[config.mk]
export PLATFORM = sky130hd
export DESIGN_NAME = clk_rst_ctrl_flat
export DESIGN_NICKNAME = d
export VERILOG_FILES = /design/src/rtl/clk_rst_ctrl_if.sv /design/src/rtl/clk_rst_ctrl.sv /design/src/flat_wrapper.sv
export SDC_FILE = /design/constraint.sdc
export NUM_CORES = 1
export LEC_CHECK = 0
export CAP_MARGIN = 20
export CORE_MARGIN = 5
export CORE_UTILIZATION = 50
export CTS_CLUSTER_DIAMETER = 40
export DETAILED_ROUTE_END_ITERATION = 8
export PLACE_DENSITY = 0.69
export SLEW_MARGIN = 10
export SYNTH_ARGS = -nofsm -noshare
export SYNTH_HDL_FRONTEND = slang
export SYNTH_SLANG_ARGS = --single-unit
[constraint.sdc]
create_clock -name clk -period 3.75 [get_ports clk]
set_input_delay 0.75 -clock clk [delete_from_list [all_inputs] [get_ports clk]]
set_output_delay 0.75 -clock clk [all_outputs]
set_load 0.05 [all_outputs]
[src/rtl/clk_rst_ctrl_if.sv]
`default_nettype none
// ============================================================================
// Module      : clk_rst_ctrl_if
// Description : Runtime divide-ratio reload bus for clk_rst_ctrl.
//               The master issues a one-cycle load strobe with channel
//               select and new ratio; the slave (sequencer) consumes it.
// Revision    : 1.0  initial release
// ============================================================================
interface clk_rst_ctrl_if #(
  parameter int DIV_W = 8
) ();

  logic             div_load;
  logic [2:0]       div_sel;
  logic [DIV_W-1:0] div_val;

  modport master (output div_load, div_sel, div_val);
  modport slave  (input  div_load, div_sel, div_val);

endinterface
`default_nettype wire

[src/rtl/clk_rst_ctrl.sv]
`default_nettype none
// ============================================================================
// Module      : clk_rst_ctrl
// Description : Clock-enable and reset sequencer between PLL and core.
//               Holds the core in reset until PLL lock has been stable for
//               LOCK_CYCLES, then generates NUM_CE clock-enable strobes with
//               per-channel, glitch-free reloadable divide ratios.
// Revision    : 1.0  initial release
// ============================================================================
module clk_rst_ctrl #(
  parameter int                        NUM_CE      = 2,
  parameter int                        DIV_W       = 8,
  parameter logic [NUM_CE*DIV_W-1:0]   DIV_INIT    = {8'd2, 8'd2},
  parameter int                        LOCK_CYCLES = 1024,
  parameter int                        LOCK_W      = 11
) (
  input  wire logic           clk,
  input  wire logic           rst,
  input  wire logic           locked,
  clk_rst_ctrl_if.slave       cfg,
  output logic [NUM_CE-1:0]   ce,
  output logic                rst_out,
  output logic                ready,
  output logic                lock_lost
);

  typedef enum logic [1:0] {
    S_WAIT_LOCK = 2'd0,
    S_STABLE    = 2'd1,
    S_RUN       = 2'd2
  } state_t;

  localparam logic [LOCK_W-1:0] C_LOCK_LAST = LOCK_W'(LOCK_CYCLES - 1);

  logic              r_lock_meta;
  logic              r_lock_sync;
  logic              w_lk;
  state_t            r_state;
  state_t            w_state_nxt;
  logic [LOCK_W-1:0] r_lock_cnt;
  logic              r_rst_out;
  logic              r_ready;
  logic              r_lock_lost;
  logic              w_run;

  assign w_lk      = r_lock_sync;
  assign w_run     = (r_state == S_RUN);
  assign rst_out   = r_rst_out;
  assign ready     = r_ready;
  assign lock_lost = r_lock_lost;

  // Two-flop synchroniser for the asynchronous PLL lock indicator
  always_ff @(posedge clk or posedge rst) begin
    if (rst) begin
      r_lock_meta <= 1'b0;
      r_lock_sync <= 1'b0;
    end else begin
      r_lock_meta <= locked;
      r_lock_sync <= r_lock_meta;
    end
  end

  // Sequencer state register
  always_ff @(posedge clk or posedge rst) begin
    if (rst) r_state <= S_WAIT_LOCK;
    else     r_state <= w_state_nxt;
  end

  // Sequencer next-state: wait for lock, qualify it, run until it drops
  always_comb begin
    w_state_nxt = r_state;
    case (r_state)
      S_WAIT_LOCK: if (w_lk) w_state_nxt = S_STABLE;
      S_STABLE: begin
        if (!w_lk)                          w_state_nxt = S_WAIT_LOCK;
        else if (r_lock_cnt == C_LOCK_LAST) w_state_nxt = S_RUN;
      end
      S_RUN:       if (!w_lk) w_state_nxt = S_WAIT_LOCK;
      default:     w_state_nxt = S_WAIT_LOCK;
    endcase
  end

  // Lock-stability counter: counts only while staying in STABLE, else clears
  always_ff @(posedge clk or posedge rst) begin
    if (rst)
      r_lock_cnt <= '0;
    else if ((r_state == S_STABLE) && (w_state_nxt == S_STABLE))
      r_lock_cnt <= r_lock_cnt + LOCK_W'(1);
    else
      r_lock_cnt <= '0;
  end

  // Core reset / ready registered alongside the state; sticky lock-loss flag
  always_ff @(posedge clk or posedge rst) begin
    if (rst) begin
      r_rst_out   <= 1'b1;
      r_ready     <= 1'b0;
      r_lock_lost <= 1'b0;
    end else begin
      r_rst_out <= (w_state_nxt != S_RUN);
      r_ready   <= (w_state_nxt == S_RUN);
      if (w_run && !w_lk) r_lock_lost <= 1'b1;
    end
  end

  for (genvar gi = 0; gi < NUM_CE; gi++) begin : g_ch
    logic [DIV_W-1:0] r_active;
    logic [DIV_W-1:0] r_pending;
    logic [DIV_W-1:0] r_cnt;
    logic [DIV_W-1:0] w_last;
    logic             w_hit;
    logic             w_wrap;

    // A ratio of zero behaves as one (strobe every cycle)
    assign w_hit  = cfg.div_load && (cfg.div_sel == 3'(gi));
    assign w_last = (r_active == '0) ? '0 : (r_active - DIV_W'(1));
    assign w_wrap = w_run && (r_cnt == w_last);
    assign ce[gi] = w_wrap;

    // Period counter: idle at zero outside RUN, wraps on the last count
    always_ff @(posedge clk or posedge rst) begin
      if (rst)                  r_cnt <= '0;
      else if (!w_run || w_wrap) r_cnt <= '0;
      else                      r_cnt <= r_cnt + DIV_W'(1);
    end

    // Ratio reload: staged in pending, promoted only on a wrap so no period
    // is ever truncated or stretched; loads outside RUN take effect at once
    always_ff @(posedge clk or posedge rst) begin
      if (rst) begin
        r_active  <= DIV_INIT[gi*DIV_W +: DIV_W];
        r_pending <= DIV_INIT[gi*DIV_W +: DIV_W];
      end else if (!w_run) begin
        if (w_hit) begin
          r_active  <= cfg.div_val;
          r_pending <= cfg.div_val;
        end
      end else begin
        if (w_hit)  r_pending <= cfg.div_val;
        if (w_wrap) r_active  <= w_hit ? cfg.div_val : r_pending;
      end
    end
  end

endmodule
`default_nettype wire
[src/flat_wrapper.sv]
// flat-port wrapper written by rule: the top's interface ports become plain ports
module clk_rst_ctrl_flat 
#(
  parameter int                        NUM_CE      = 2,
  parameter int                        DIV_W       = 8,
  parameter logic [NUM_CE*DIV_W-1:0]   DIV_INIT    = {8'd2, 8'd2},
  parameter int                        LOCK_CYCLES = 1024,
  parameter int                        LOCK_W      = 11
)
  (clk, rst, locked, ce, rst_out, ready, lock_lost, cfg_div_load, cfg_div_sel, cfg_div_val);
  clk_rst_ctrl_if #(.DIV_W(DIV_W)) cfg_i ();
  input  wire logic clk;
  input  wire logic rst;
  input  wire logic locked;
  output logic [NUM_CE-1:0] ce;
  output logic rst_out;
  output logic ready;
  output logic lock_lost;
  input wire logic [$bits(cfg_i.div_load)-1:0] cfg_div_load;
  input wire logic [$bits(cfg_i.div_sel)-1:0] cfg_div_sel;
  input wire logic [$bits(cfg_i.div_val)-1:0] cfg_div_val;
  assign cfg_i.div_load = cfg_div_load;
  assign cfg_i.div_sel = cfg_div_sel;
  assign cfg_i.div_val = cfg_div_val;
  clk_rst_ctrl #(.NUM_CE(NUM_CE), .DIV_W(DIV_W), .DIV_INIT(DIV_INIT), .LOCK_CYCLES(LOCK_CYCLES), .LOCK_W(LOCK_W)) u_core (.clk(clk), .rst(rst), .locked(locked), .cfg(cfg_i), .ce(ce), .rst_out(rst_out), .ready(ready), .lock_lost(lock_lost));
endmodule
; After elaboration in Yosys (flattened, before gate mapping)
; Cells that the tools add are included.
[word_totals]
ff_bits = 66
in_bits = 15
[op_classes]
reduce_logical = 18
n_mux = 18
eq_ne = 11
n_addsub = 5
[ops]
columns = cell, n
row1 = 2-to-1 mux 8 bit, 12
row2 = "adder 8 x 1 -> 8 bit, second input constant", 2
row3 = equality test 8 bit, 2
row4 = logical NOT 8 bit, 2
row5 = "subtractor 8 x 1 -> 8 bit, second input constant", 2
row6 = "adder 11 x 1 -> 11 bit, second input constant", 1
row7 = "equality test 11 x 10 -> 1 bit, second input constant", 1
row8 = 2-to-1 mux 11 bit, 1
row9 = 2-to-1 mux 2 bit, 4
row10 = logical AND 1 bit, 6
row11 = "inequality test 2 bit, second input constant", 3
row12 = case mux 2 bit (3 select lines), 1
row13 = "equality test 2 x 1 -> 1 bit, second input constant", 2
row14 = "equality test 2 bit, second input constant", 2
row15 = AND reduction 2 bit, 2
row16 = nonzero test 2 bit, 2
row17 = "equality test 3 x 1 -> 1 bit, second input constant", 1
row18 = logical NOT 3 bit, 1
row19 = logical NOT 1 bit, 2
row20 = logical NOT 2 bit, 1
row21 = logical OR 1 bit, 2

; Depth between registers and ports, before layout
[depth]
ltp_word = 7
mapped_depth = 11
ltp_nobuf = 9

; Worst setup path before layout
; No wires, ideal clock.
[synth_timing]
path_kind = reg2out
from = register u_core.g_ch[0].r_active[0]
to = output ce[0]
n_path_buf = 2
stages_incl_launch_ff = 10
required_time_ns = 3.000
path_slack_ns = 0.459
t_arrival_ns = 2.541
cell_sequence = dfrtp_1 > buf_2 > inv_1 > ha_1 > nor3b_1 > xor2_1 > or4b_2 > o311a_1 > nor4_1 > buf_4
[synth_via]
elab_chain_len = 4
word_cells_on_any_way = 5
[synth_lines]
columns = element, line
row1 = "start, declared", clk_rst_ctrl.sv:107  ; logic [DIV_W-1:0] r_active;
row2 = "start signal, assigned", clk_rst_ctrl.sv:131  ; r_active <= DIV_INIT[gi*DIV_W +: DIV_W];
row3 = "start signal, assigned", clk_rst_ctrl.sv:135  ; r_active <= cfg.div_val;
row4 = "start signal, assigned", clk_rst_ctrl.sv:140  ; if (w_wrap) r_active <= w_hit ? cfg.div_val : r_pending;
row5 = subtractor 8 x 1 -> 8 bit or logical NOT 8 bit (tied branches), clk_rst_ctrl.sv:116  ; assign w_last = (r_active == '0) ? '0 : (r_active - DIV_W'(1));
row6 = 2-to-1 mux 8 bit *, clk_rst_ctrl.sv:116
row7 = equality test 8 bit *, clk_rst_ctrl.sv:117  ; assign w_wrap = w_run && (r_cnt == w_last);
row8 = logical AND 1 bit *, clk_rst_ctrl.sv:117
row9 = "end, declared", flat_wrapper.sv:15  ; output logic [NUM_CE-1:0] ce;
; Mark *: on every way between the ends. The rest lies on a longest branch, timed or not.

; Worst setup path in the final report
[layout_timing]
from = register u_core.g_ch[1].r_active[0]
to = output ce[1]
[layout_via]
elab_chain_len = 4
word_cells_on_any_way = 5
[layout_lines]
columns = element, line
row1 = "start, declared", clk_rst_ctrl.sv:107
row2 = "start signal, assigned", clk_rst_ctrl.sv:131
row3 = "start signal, assigned", clk_rst_ctrl.sv:135
row4 = "start signal, assigned", clk_rst_ctrl.sv:140
row5 = subtractor 8 x 1 -> 8 bit or logical NOT 8 bit (tied branches), clk_rst_ctrl.sv:116
row6 = 2-to-1 mux 8 bit *, clk_rst_ctrl.sv:116
row7 = equality test 8 bit *, clk_rst_ctrl.sv:117
row8 = logical AND 1 bit *, clk_rst_ctrl.sv:117
; Marked as above.

==> impl_results.html <==
<table>
<tr><th>Metric</th><th>Value</th></tr>
<tr><th colspan="2">Run status</th></tr>
<tr><td>Result of the run</td><td>complete, no violations</td></tr>
<tr><th colspan="2">Clocking</th></tr>
<tr><td>Clock-pin slew reported for the worst setup and hold paths after clock tree synthesis</td><td>0.07 ns</td></tr>
<tr><td>CTS Sinks</td><td>66</td></tr>
<tr><td>Setup repair bufs after CTS</td><td>0</td></tr>
<tr><td>Number of buffers inserted by hold repair at cts</td><td>0</td></tr>
<tr><td>TritonCTS clock tree</td><td>done</td></tr>
<tr><td>Root buffer cell</td><td>clkbuf_8</td></tr>
<tr><td>Maximum buffer depth of the clock tree</td><td>2</td></tr>
<tr><td>Post-cts sizing count</td><td>0</td></tr>
<tr><td>H-tree level count</td><td>3</td></tr>
<tr><td>Total clock buffers created by CTS</td><td>9</td></tr>
<tr><td>Clock Latency Late Sink</td><td>0.35 ns</td></tr>
<tr><th colspan="2">Critical path</th></tr>
<tr><td>Delay-heaviest family, CP</td><td>simple AND/OR/NAND/NOR gates</td></tr>
<tr><td>Crit-path max cell delay</td><td>0.51 ns</td></tr>
<tr><td>Endpoint of the worst register-to-register path</td><td>u_core.g_ch[1].r_active[7]</td></tr>
<tr><td>Reg2Reg Depth</td><td>9</td></tr>
<tr><td>Worst reg2reg path startpoint</td><td>u_core.g_ch[1].r_active[0]</td></tr>
<tr><td>Critical Path RT</td><td>about 3.0 ns</td></tr>
<tr><td>WP buf/inv</td><td>3</td></tr>
<tr><td>Crit. Startpoint</td><td>u_core.g_ch[1].r_active[0]</td></tr>
<tr><td>Critical Path, Cell by Cell</td><td>inv_1 &gt; ha_2 &gt; or3b_2 &gt; o31ai_2 &gt; and3b_2 &gt; o32ai_2 &gt; nor4_2 &gt; buf_4 &gt; buf_12</td></tr>
<tr><td>Arrival time reported for the critical path endpoint</td><td>~2.9 ns</td></tr>
<tr><td>CP max-delay cell</td><td>or3b_2</td></tr>
<tr><td>Crit path capture type</td><td>output pin</td></tr>
<tr><td>Critical path peak fanout</td><td>6</td></tr>
<tr><td>Critical path type</td><td>flop to output pin</td></tr>
<tr><td>Startpoint types</td><td>flop</td></tr>
<tr><td>Internal reg-to-reg setup slack</td><td>roughly 0.66 ns</td></tr>
<tr><th colspan="2">Logic synthesis</th></tr>
<tr><td>Post-Syn Nets</td><td>366</td></tr>
<tr><td>Leading register cell type out of synthesis</td><td>dfrtp_1</td></tr>
<tr><td>Cell accounting for the most synthesized area</td><td>dfrtp_1</td></tr>
<tr><td>Number of instances in the synthesized netlist</td><td>about 350</td></tr>
<tr><td>Register bit total from synthesis</td><td>between 60 and 70</td></tr>
<tr><td>Synth cell types</td><td>74</td></tr>
<tr><td>Post-synthesis instance area</td><td>3660 um^2</td></tr>
<tr><td>Top cells by count, synth</td><td>dfrtp_1, nand2_1, nor2_1</td></tr>
<tr><td>Top-area cell type share of the netlist area</td><td>41.7%</td></tr>
<tr><td>Avg Inst Size Synth</td><td>roughly 11 um^2</td></tr>
<tr><td>Main area contributors after synthesis</td><td>dfrtp_1, xor2_1, dfstp_2</td></tr>
<tr><td>Library cell with the highest instance count after synthesis</td><td>dfrtp_1</td></tr>
<tr><td>Register area share after synthesis</td><td>45.3%</td></tr>
<tr><td>Share of flip-flops with an asynchronous set or reset</td><td>100%</td></tr>
<tr><td>Number of synthesized flops with an enable pin</td><td>0</td></tr>
<tr><td>Synthesis warning total</td><td>0</td></tr>
<tr><th colspan="2">Route</th></tr>
<tr><td>Wire per inst</td><td>roughly 16 um</td></tr>
<tr><td>Initial DRC count</td><td>146</td></tr>
<tr><td>Detailed-route via count</td><td>~2600</td></tr>
<tr><td>Antenna viol nets, final</td><td>0</td></tr>
<tr><td>First-pass detailed-route iteration total</td><td>4</td></tr>
<tr><td>DR DRC count</td><td>0</td></tr>
<tr><td>Vias per cell</td><td>roughly 5.6</td></tr>
<tr><td>Routed wire length</td><td>7.33 mm</td></tr>
<tr><th colspan="2">Floorplanning</th></tr>
<tr><td>Die Area</td><td>9130 um^2</td></tr>
<tr><td>Area of the core</td><td>around 7000 um^2</td></tr>
<tr><td>FP Rows</td><td>31</td></tr>
<tr><td>Initial standard-cell utilization of the core</td><td>51.0%</td></tr>
<tr><td>DIE HEIGHT</td><td>95.6 um</td></tr>
<tr><td>Count of boundary I/O pins</td><td>20</td></tr>
<tr><td>Die W</td><td>95.6 um</td></tr>
<tr><th colspan="2">Finish</th></tr>
<tr><td>Nets</td><td>388</td></tr>
<tr><td>Ratio of cells with drive above 1 in the final layout</td><td>between 20% and 30%</td></tr>
<tr><td>Diode insertion count for antenna repair</td><td>0</td></tr>
<tr><td>Final instance area</td><td>4190 um^2</td></tr>
<tr><td>Area added between synthesis and finish</td><td>14.5%</td></tr>
<tr><th colspan="2">Global route</th></tr>
<tr><td>Antenna violations before repair</td><td>0</td></tr>
<tr><td>Via count of the first global-routing pass</td><td>between 2000 and 3000</td></tr>
<tr><td>Global-route congestion overflow total</td><td>0</td></tr>
<tr><td>Largest net degree at the start of global routing</td><td>34</td></tr>
<tr><td>Overall fraction of global-route tracks in use</td><td>between 10% and 20%</td></tr>
<tr><td>Wire length of the first global-routing pass</td><td>around 13 mm</td></tr>
<tr><th colspan="2">Timing</th></tr>
<tr><td>Slew of the pin with the lowest slew margin</td><td>0.714 ns</td></tr>
<tr><td>Max transition margin</td><td>a little over half</td></tr>
<tr><td>Fraction of the cycle the final worst path needs</td><td>96.7%</td></tr>
<tr><td>Setup clock skew after layout</td><td>0.00569 ns</td></tr>
<tr><td>Worst path setup slack after routing</td><td>0.124 ns</td></tr>
<tr><td>Final setup vio count</td><td>0</td></tr>
<tr><td>Final hold slack</td><td>about 0.35 ns</td></tr>
<tr><td>Min Clock Period, post-route</td><td>3.63 ns</td></tr>
<tr><td>Final Hold Fails</td><td>0</td></tr>
<tr><td>Max Freq</td><td>276 MHz</td></tr>
<tr><td>Final-report max-slew violation count</td><td>0</td></tr>
<tr><th colspan="2">Worst hold path</th></tr>
<tr><td>Hold path cells</td><td>0</td></tr>
<tr><td>Hold path startpoint</td><td>u_core.r_lock_meta</td></tr>
<tr><td>Sink of the worst hold path</td><td>u_core.r_lock_sync</td></tr>
<tr><td>Path class of the lowest-slack min-delay path</td><td>flop to flop</td></tr>
<tr><th colspan="2">Placed design</th></tr>
<tr><td>Weighted congestion reported at the end of routability-driven placement</td><td>0.823</td></tr>
<tr><td>Pre-CTS setup slack</td><td>0.423 ns</td></tr>
<tr><td>Total of buffers placed on input and output ports</td><td>19</td></tr>
<tr><td>Placed wire-length estimate</td><td>5.11 mm</td></tr>
<tr><td>Placed Area</td><td>between 3000 and 4000 um^2</td></tr>
<tr><th colspan="2">Pwr</th></tr>
<tr><td>Total Power Consumption</td><td>approximately 1.8 mW</td></tr>
<tr><td>Static leakage</td><td>1.74 nW</td></tr>
<tr><td>Areal power density over the cells</td><td>437 nW/um^2</td></tr>
<tr><td>Max IR drop VDD</td><td>0.231 mV</td></tr>
<tr><th colspan="2">Flow run</th></tr>
<tr><td>Max-cap viol count</td><td>0</td></tr>
</table>
-- power breakdown --
group	internal, mW	switching (mW)
Clock	0.305	0.285
Sequential	0.790	0.0939
Combinational	0.182	0.175
Total	1.28	0.553
-- worst max path at each step --
stage,cells after the start,to
final,9,ce[1]
after CTS,9,ce[0]
after detailed placement,9,ce[0]
after global routing,9,ce[1]
after floorplan,9,ce[0]
after global placement,9,ce[0]
-- state kept, by name, summed over array words and instances, names as in the netlist --
register / cells
u_core.g_ch.r_active: 16
u_core.g_ch.r_cnt: 16
u_core.g_ch.r_pending: 16
u_core.r_lock_cnt: 11
u_core.r_state: 2
u_core.lock_lost: 1
u_core.r_lock_meta: 1
u_core.r_lock_sync: 1
u_core.ready: 1
u_core.rst_out: 1
-- stage by stage --
stage,cells,setup TNS (ns),utilization [%]
after CTS,472,0,57.8
after global placement,456,0,55.1
after floorplan,346,0,-
after global routing,472,-0.0311,58.4
after detailed placement,456,0,55.1
final,472,0,58.4
-- per-layer routing --
metal	up-vias	global-route usage, %	wire (um)
met5	-	0	0
met4	0	6.75	64
met3	7	4.34	286
met2	41	26.5	3370
met1	1294	25.6	3620
li1	1288	-	-
-- cells by family (layout without fill, tap and decap cells) --
family,count (synthesis),count (layout),share of synthesized area [%]
AO/OA/AOI/OAI,55,55,14.4
XOR/XNOR,33,33,8.27
adder cells (fa/ha/maj),5,5,1.71
buffers and inverters,25,52,3.59
flip-flops,66,66,45.3
multiplexers,9,9,2.73
AND/OR/NAND/NOR,153,153,24.0
-- cells in the final DEF (no fill, tap or decap), drive strengths merged, types with 6 or more instances in the layout --
cell type,synthesis,layout
o221a,8,8
a221o,8,8
or2b,9,9
inv,10,10
nor2,32,32
nor2b,10,10
and3,9,9
xor2,18,18
nor4,6,6
buf,7,9
clkbuf,7,9
clkdlybuf4s50,1,17
dfrtp,61,61
xnor2,14,14
mux2,8,8
nand2,32,32
nand3,17,17
-- final cells by class --
class                   instances  area [um^2]
fillers                       631         2980
multi-input cells             255         1910
flip-flops and latches         66         1660
repair buffers                 26          263
clock buffers                   9          124
well taps                      99          124
clock inverters                 7         70.1
inverters                      10         37.5
No activity file was read; power rests on OpenSTA's default activity.
